<file path="config.mk">
export PLATFORM = sky130hd
export DESIGN_NAME = ip_tx_header_inserter
export DESIGN_NICKNAME = d
export VERILOG_FILES = /design/src/rtl/ip_pkg.sv /design/src/rtl/ip_checksum_gen.sv /design/src/rtl/ip_tx_header_inserter.sv
export SDC_FILE = /design/constraint.sdc
export NUM_CORES = 1
export LEC_CHECK = 0
export CAP_MARGIN = 20
export CORE_ASPECT_RATIO = 1.1
export CORE_MARGIN = 1.5
export CORE_UTILIZATION = 30
export CTS_BUF_LIST = sky130_fd_sc_hd__clkbuf_4 sky130_fd_sc_hd__clkbuf_8 sky130_fd_sc_hd__clkbuf_16
export CTS_CLUSTER_DIAMETER = 30
export DETAILED_ROUTE_END_ITERATION = 10
export RECOVER_POWER = 50
export SYNTH_ARGS = -nofsm -noshare
export SYNTH_HDL_FRONTEND = slang
export SYNTH_SLANG_ARGS = --single-unit
</file>
<file path="constraint.sdc">
create_clock -name clk -period 7.9 [get_ports clk]
set_clock_uncertainty 0.15 [all_clocks]
set_input_delay 1.185 -clock clk [delete_from_list [all_inputs] [get_ports clk]]
set_output_delay 1.185 -clock clk [all_outputs]
set_load 0.02 [all_outputs]
</file>
<file path="src/rtl/ip_pkg.sv">
`default_nettype none
// ============================================================================
// Module      : ip_pkg
// Description : Shared IPv4/Ethernet TX constants, the latched TX header
//               struct, the inserter state enum and the header byte mux.
// Revision    : 1.0 - initial release
// ============================================================================
package ip_pkg;

    localparam logic [3:0]  IPV4_VERSION  = 4'd4;
    localparam logic [3:0]  IPV4_IHL      = 4'd5;
    localparam logic [15:0] ETH_HDR_BYTES = 16'd14;
    localparam logic [15:0] IP_HDR_BYTES  = 16'd20;
    localparam logic [15:0] ETH_MIN_FRAME = 16'd60;
    localparam int          IP_HDR_WORDS  = 10;

    typedef struct packed {
        logic [47:0] eth_dest_mac;
        logic [47:0] eth_src_mac;
        logic [15:0] eth_type;
        logic [5:0]  dscp;
        logic [1:0]  ecn;
        logic [15:0] length;
        logic [15:0] identification;
        logic [2:0]  flags;
        logic [12:0] fragment_offset;
        logic [7:0]  ttl;
        logic [7:0]  protocol;
        logic [31:0] source_ip;
        logic [31:0] dest_ip;
    } ip_tx_hdr_t;

    typedef enum logic [1:0] {
        ST_IDLE    = 2'd0,
        ST_HEADER  = 2'd1,
        ST_PAYLOAD = 2'd2,
        ST_PAD     = 2'd3
    } state_t;

    // Byte idx (0..33) of the combined Ethernet + IPv4 header, big-endian.
    function automatic logic [7:0] tx_hdr_byte(input ip_tx_hdr_t h,
                                               input logic [15:0] csum,
                                               input logic [5:0] idx);
        logic [271:0] v;
        v = {h.eth_dest_mac, h.eth_src_mac, h.eth_type,
             IPV4_VERSION, IPV4_IHL, h.dscp, h.ecn, h.length,
             h.identification, h.flags, h.fragment_offset,
             h.ttl, h.protocol, csum, h.source_ip, h.dest_ip};
        return v[271 - 8*int'(idx) -: 8];
    endfunction

endpackage
`default_nettype wire

</file>
<file path="src/rtl/ip_checksum_gen.sv">
`default_nettype none
// ============================================================================
// Module      : ip_checksum_gen
// Description : Iterative IPv4 header checksum, one 16-bit word per clock.
//               start clears the accumulator; words[0..9] are added on the
//               following 10 clocks with end-around carry, then done pulses
//               for one cycle with the inverted sum on csum.
// Ports       : clk, reset (sync, active-high), start, words[10][16] in;
//               done, csum[16] out.
// Revision    : 1.0 - initial release
// ============================================================================
module ip_checksum_gen
    import ip_pkg::*;
(
    input  logic                          clk,
    input  logic                          reset,
    input  logic                          start,
    input  logic [IP_HDR_WORDS-1:0][15:0] words,
    output logic                          done,
    output logic [15:0]                   csum
);

    logic        r_busy;
    logic [3:0]  r_idx;
    logic [15:0] r_sum;
    logic        r_done;
    logic [15:0] r_csum;

    logic [16:0] w_add;
    logic [15:0] w_fold;

    // A single fold suffices: FFFF+FFFF folds to FFFF without a new carry.
    assign w_add  = {1'b0, r_sum} + {1'b0, words[r_idx]};
    assign w_fold = w_add[15:0] + {15'd0, w_add[16]};

    always_ff @(posedge clk) begin
        if (reset) begin
            r_busy <= 1'b0;
            r_idx  <= 4'd0;
            r_sum  <= 16'd0;
            r_done <= 1'b0;
            r_csum <= 16'd0;
        end else begin
            r_done <= 1'b0;
            if (start) begin
                r_busy <= 1'b1;
                r_idx  <= 4'd0;
                r_sum  <= 16'd0;
            end else if (r_busy) begin
                r_sum <= w_fold;
                if (r_idx == 4'(IP_HDR_WORDS - 1)) begin
                    r_busy <= 1'b0;
                    r_done <= 1'b1;
                    r_csum <= ~w_fold;
                end else begin
                    r_idx <= r_idx + 4'd1;
                end
            end
        end
    end

    assign done = r_done;
    assign csum = r_csum;

endmodule
`default_nettype wire

</file>
<file path="src/rtl/ip_tx_header_inserter.sv">
`default_nettype none
// ============================================================================
// Module      : ip_tx_header_inserter
// Description : Accepts one IPv4 TX header and its 8-bit payload stream and
//               emits 14B Ethernet header + 20B IPv4 header (checksum
//               generated here) + payload + optional zero pad to 60 bytes.
// Ports       : clk, reset (sync, active-high)
//               hdr_valid/hdr_ready + hdr_* fields     header handshake
//               s_tdata/s_tvalid/s_tlast/s_tready       payload in
//               m_tdata/m_tvalid/m_tlast/m_tready       framed stream out
// Revision    : 1.0 - initial release
// ============================================================================
module ip_tx_header_inserter
    import ip_pkg::*;
#(
    parameter bit         PAD_MIN_FRAME = 1'b1,
    parameter logic [7:0] TTL_OVERRIDE  = 8'd0
) (
    input  logic        clk,
    input  logic        reset,
    input  logic        hdr_valid,
    output logic        hdr_ready,
    input  logic [47:0] hdr_eth_dest_mac,
    input  logic [47:0] hdr_eth_src_mac,
    input  logic [15:0] hdr_eth_type,
    input  logic [5:0]  hdr_dscp,
    input  logic [1:0]  hdr_ecn,
    input  logic [15:0] hdr_length,
    input  logic [15:0] hdr_identification,
    input  logic [2:0]  hdr_flags,
    input  logic [12:0] hdr_fragment_offset,
    input  logic [7:0]  hdr_ttl,
    input  logic [7:0]  hdr_protocol,
    input  logic [31:0] hdr_source_ip,
    input  logic [31:0] hdr_dest_ip,
    input  logic [7:0]  s_tdata,
    input  logic        s_tvalid,
    input  logic        s_tlast,
    output logic        s_tready,
    output logic [7:0]  m_tdata,
    output logic        m_tvalid,
    output logic        m_tlast,
    input  logic        m_tready
);

    localparam logic [15:0] c_last_hdr_byte = ETH_HDR_BYTES + IP_HDR_BYTES - 16'd1;
    localparam logic [15:0] c_last_pad_byte = ETH_MIN_FRAME - 16'd1;

    state_t      r_state;
    state_t      w_next_state;
    ip_tx_hdr_t  r_hdr;
    ip_tx_hdr_t  w_hdr_in;
    logic [15:0] r_byte_cnt;
    logic [15:0] r_csum;

    logic        w_hdr_accept;
    logic        w_out_hs;
    logic        w_need_pad;
    logic [7:0]  w_hdr_byte;
    logic        w_csum_done;
    logic [15:0] w_csum;
    logic [IP_HDR_WORDS-1:0][15:0] w_csum_words;

    always_comb begin
        w_hdr_in.eth_dest_mac    = hdr_eth_dest_mac;
        w_hdr_in.eth_src_mac     = hdr_eth_src_mac;
        w_hdr_in.eth_type        = hdr_eth_type;
        w_hdr_in.dscp            = hdr_dscp;
        w_hdr_in.ecn             = hdr_ecn;
        w_hdr_in.length          = hdr_length;
        w_hdr_in.identification  = hdr_identification;
        w_hdr_in.flags           = hdr_flags;
        w_hdr_in.fragment_offset = hdr_fragment_offset;
        w_hdr_in.ttl             = (TTL_OVERRIDE != 8'd0) ? TTL_OVERRIDE : hdr_ttl;
        w_hdr_in.protocol        = hdr_protocol;
        w_hdr_in.source_ip       = hdr_source_ip;
        w_hdr_in.dest_ip         = hdr_dest_ip;
    end

    // Checksum words come from the latched header, so summing starts the
    // cycle after accept and finishes long before header byte 24 is due.
    always_comb begin
        w_csum_words[0] = {IPV4_VERSION, IPV4_IHL, r_hdr.dscp, r_hdr.ecn};
        w_csum_words[1] = r_hdr.length;
        w_csum_words[2] = r_hdr.identification;
        w_csum_words[3] = {r_hdr.flags, r_hdr.fragment_offset};
        w_csum_words[4] = {r_hdr.ttl, r_hdr.protocol};
        w_csum_words[5] = 16'd0;
        w_csum_words[6] = r_hdr.source_ip[31:16];
        w_csum_words[7] = r_hdr.source_ip[15:0];
        w_csum_words[8] = r_hdr.dest_ip[31:16];
        w_csum_words[9] = r_hdr.dest_ip[15:0];
    end

    ip_checksum_gen u_csum (
        .clk   (clk),
        .reset (reset),
        .start (w_hdr_accept),
        .words (w_csum_words),
        .done  (w_csum_done),
        .csum  (w_csum)
    );

    assign w_hdr_byte   = tx_hdr_byte(r_hdr, r_csum, r_byte_cnt[5:0]);
    assign w_hdr_accept = hdr_valid & hdr_ready;
    assign w_out_hs     = m_tvalid & m_tready;
    // Frame length after the current byte would be r_byte_cnt+1.
    assign w_need_pad   = PAD_MIN_FRAME && (r_byte_cnt < c_last_pad_byte);

    always_ff @(posedge clk) begin
        if (reset) begin
            r_state    <= ST_IDLE;
            r_hdr      <= '0;
            r_byte_cnt <= 16'd0;
            r_csum     <= 16'd0;
        end else begin
            r_state <= w_next_state;
            if (w_hdr_accept) begin
                r_hdr      <= w_hdr_in;
                r_byte_cnt <= 16'd0;
            end else if (w_out_hs && (r_byte_cnt != 16'hFFFF)) begin
                r_byte_cnt <= r_byte_cnt + 16'd1;
            end
            if (w_csum_done) begin
                r_csum <= w_csum;
            end
        end
    end

    // All outputs are forced quiet while reset is held so an abort drops
    // the stream immediately.
    always_comb begin
        w_next_state = r_state;
        hdr_ready    = 1'b0;
        s_tready     = 1'b0;
        m_tdata      = 8'd0;
        m_tvalid     = 1'b0;
        m_tlast      = 1'b0;
        if (!reset) begin
            case (r_state)
                ST_IDLE: begin
                    hdr_ready = 1'b1;
                    if (hdr_valid) begin
                        w_next_state = ST_HEADER;
                    end
                end
                ST_HEADER: begin
                    m_tvalid = 1'b1;
                    m_tdata  = w_hdr_byte;
                    if (m_tready && (r_byte_cnt == c_last_hdr_byte)) begin
                        w_next_state = ST_PAYLOAD;
                    end
                end
                ST_PAYLOAD: begin
                    m_tdata  = s_tdata;
                    m_tvalid = s_tvalid;
                    s_tready = m_tready;
                    m_tlast  = s_tlast && !w_need_pad;
                    if (s_tvalid && m_tready && s_tlast) begin
                        w_next_state = w_need_pad ? ST_PAD : ST_IDLE;
                    end
                end
                ST_PAD: begin
                    m_tvalid = 1'b1;
                    m_tlast  = (r_byte_cnt == c_last_pad_byte);
                    if (m_tready && m_tlast) begin
                        w_next_state = ST_IDLE;
                    end
                end
                default: w_next_state = ST_IDLE;
            endcase
        end
    end

endmodule
`default_nettype wire

</file>
==> qor.txt <==
CTS Sinks - 320
Power Density - 293 mW/mm²
Actual slew at the worst max-slew pin - 4.12 ns
Switching Share - 32.0%
Seq/Total Area, Yosys - 38.4%
DIE AREA - 0.0570 mm²
Post-DRT Antenna Nets - 0
Ratio of cells with drive above 1 in the final layout - 11.2%
CTS buffer count - 60
Mean Syn Cell Area - 8.63 µm²
Post-layout min period - 6.12 ns
Internal - 4.38 mW
Core Area - 0.0550 mm²
Peak VDD IR - 0.135 mV
Post CTS Setup Buffer Count - 0
Hold Fails Final Rpt - 0
Post-synth EDFFs - 0
Dominant synthesized flop cell - dfxtp_1
Area of the mapped netlist - 0.0167 mm²
R2R setup slack - 1.99 ns
Largest net degree at the start of global routing - 249
NetSw - 2.07 mW
Layout filler cell count - 5,554
Max clock buf depth - 3
Gate Count Post-Synth - 1,933
Area of the multi-input gates - 0.00960 mm²
Leakage - 7.60 nW
Via count - 14,600
Vias in the first global route - 14,500
Relative slew slack - -175%
Asr flop ratio synth - 0%
Via density per instance - 5.00
Synth unique cells - 68
Failing checks - capacitance limit, slew limit
DRT iter0 DRCs - 1,150
Area grow syn2layout - 31.9%
Net Count, Synth - 2,225
CTS clk-pin slew, worst paths - 0.05 ns
Fmax - 0.163 GHz
Root Driver - clkbuf_16
Total Nets Final - 2,421
Die height - 250 µm
Synth warn - 0
Post-CTS Hold Buffers - 0
Crit path kind - in -> reg
Overall routing resource usage - 19.7%
Synthesized flop and latch total - 320
First-pass GRT wire length - 86.7 mm
Status - finished with violations
Crit Path Max Fanout - 248
Horiz. Die Dim - 228 µm
Clock latency on the worst-skew pair - 0.59 ns
Seq pwr share - 34.4%
Gr ovfl total - 0
Post-synth top area share - 38.4%
Post-Route Setup TNS - 0 ns
Routability cong. - 0.925
Post-DP HPWL - 43.1 mm
Worst hold-check path type - reg -> reg
Synth area leaders - dfxtp_1, mux4_2, nand2b_1
Synth area leader - dfxtp_1
Initial Util - 30.4%
IO Pins - 274
FP Rows - 90
CTS tree - done
Initial antenna violation count - 1
Design area - 0.0220 mm²
Port Buffers - 273
Clock group share of total power - 40.8%
Required @ worst endpoint - 8.16 ns
Max Slew Vio Count - 373
Final Cycle Share - 77.4%
CP endpoint kind - flip-flop
Maxcap violations - 2
WL per Instance - 19.7 µm
Area after DPL - 0.0199 mm²
Htree depth - 2
Unrepaired setup endpoints after global routing - false
Total wire length - 57.5 mm
# setup viols final - 0
Drt first pass iters - 7
Reg area - 0.00642 mm²
DRC - 0
CP arrival - 6.38 ns
Combinational Power Share - 24.8%
Startpoint types - primary input
PostCTS Resize Cnt - 0
==> placed cells by master, fill, tap and decap left out, types with 6 or more instances in the layout <==
| master | instances |
|---|---|
| clkbuf_4 | 7 |
| mux2i_1 | 70 |
| a311oi_1 | 8 |
| o211ai_1 | 9 |
| dfxtp_1 | 316 |
| clkbuf_16 | 60 |
| nor4_1 | 6 |
| a211oi_1 | 14 |
| clkbuf_8 | 6 |
| xnor2_1 | 21 |
| and3_1 | 7 |
| nand2b_1 | 253 |
| clkinvlp_4 | 6 |
| mux2_2 | 14 |
| nor2_1 | 106 |
| clkinv_2 | 7 |
| bufinv_16 | 9 |
| o22ai_1 | 14 |
| nor3_1 | 15 |
| ha_1 | 28 |
| mux4_2 | 75 |
| inv_6 | 6 |
| clkdlybuf4s50_1 | 271 |
| nand3_1 | 26 |
| buf_4 | 12 |
| o21ai_0 | 286 |
| inv_1 | 20 |
| a21oi_1 | 59 |
| or3_1 | 7 |
| xor2_1 | 19 |
| clkinv_4 | 6 |
| a221oi_1 | 7 |
| nand2_1 | 312 |
==> worst paths after layout <==
kind | startpoint | to | cells after the start
worst max-delay path | reset | r_hdr[10] | 7
worst max register to register | u_csum.r_idx[0] | u_csum.csum[12] | 24
worst min register to register | u_csum.csum[4] | u_csum.csum[4] | 2
worst min-delay path | u_csum.csum[4] | u_csum.csum[4] | 2
==> flip-flops by register name, summed over array words and instances (netlist names) <==
signal	count
u_csum.r_sum	16
u_csum.r_busy	1
r_hdr	248
u_csum.r_idx	4
r_csum	16
u_csum.csum	16
r_state	2
u_csum.done	1
r_byte_cnt	16
==> layer usage <==
metal | global-route usage, % | up-vias | routed length [µm]
met5 | 0 | - | 0
met4 | 7.80 | 0 | 2140
met3 | 3.52 | 89 | 3300
met2 | 33.4 | 444 | 27800
met1 | 24.6 | 6910 | 24200
li1 | - | 7114 | -
==> per-stage QoR <==
step                utilization (%)  cells  hold WS (ns)  total power [mW]  worst slack [ns]
finish                         40.0   2912         0.309              6.45              1.78
global route                   40.0   2912         0.333              6.76             0.952
CTS                            40.0   2909         0.309              6.46              1.78
detailed placement             36.2   2801         0.301              3.80              2.05
global placement               36.1   2800         0.293              3.78              2.11
floorplan                         -   1933         0.286              3.17              2.47
==> critical path, stage by stage <==
cell and delay, ns:
buf_6 0.28, nor2_1 0.32, and2_4 0.40, clkbuf_2 2.71, buf_4 1.01, nand2_1 0.23, o21ai_0 0.13
==> cells in the mapped netlist (4+ instances only) <==
cell type and count:
nand2_1 312, o22ai_1 14, a22oi_1 5, nand2b_1 253, or3_1 7, nor3_1 16, a311oi_1 8, a21oi_1 59
nand3_1 26, o21ai_0 286, xor2_1 20, mux4_2 75, ha_1 29, buf_2 22, inv_1 20, mux2_2 14
a21o_1 4, a211oi_1 14, a211o_1 5, dfxtp_1 320, nor4_1 6, nand4_1 5, xnor2_1 21, mux2i_1 70
buf_1 11, a221oi_1 7, nor2_1 106, o221ai_1 4, and3_1 7, o211ai_1 9, clkbuf_1 119
==> layout make-up <==
cell class	instances	share of cell area, %
clock buffers	73	7.44
flip-flops and latches	320	29.2
repair buffers	289	13.1
clock inverters	35	2.14
diodes	1	0.0114
well taps	736	4.19
multi-input cells	1438	43.6
inverters	20	0.341
==> kinds of logic after synthesis <==
kind of cell,synth area share (%)
buffers and inverters,4.17
adders and majority gates,2.29
muxes,15.3
AOI/OAI and AO/OA,15.0
DFF,38.4
and+or+nand+nor,22.7
xor gates and xnor gates,2.15
==> power by group through the flow <==
stage	Sequential (mW)	Clock, mW	Combinational, mW
2_1_floorplan	2.06	0	1.11
3_3_place_gp	2.23	0	1.55
3_5_place_dp	2.23	0	1.57
4_1_cts	2.21	2.67	1.58
5_1_grt	2.24	2.76	1.76
6_report	2.22	2.63	1.60
No activity file was read; power rests on OpenSTA's default activity.
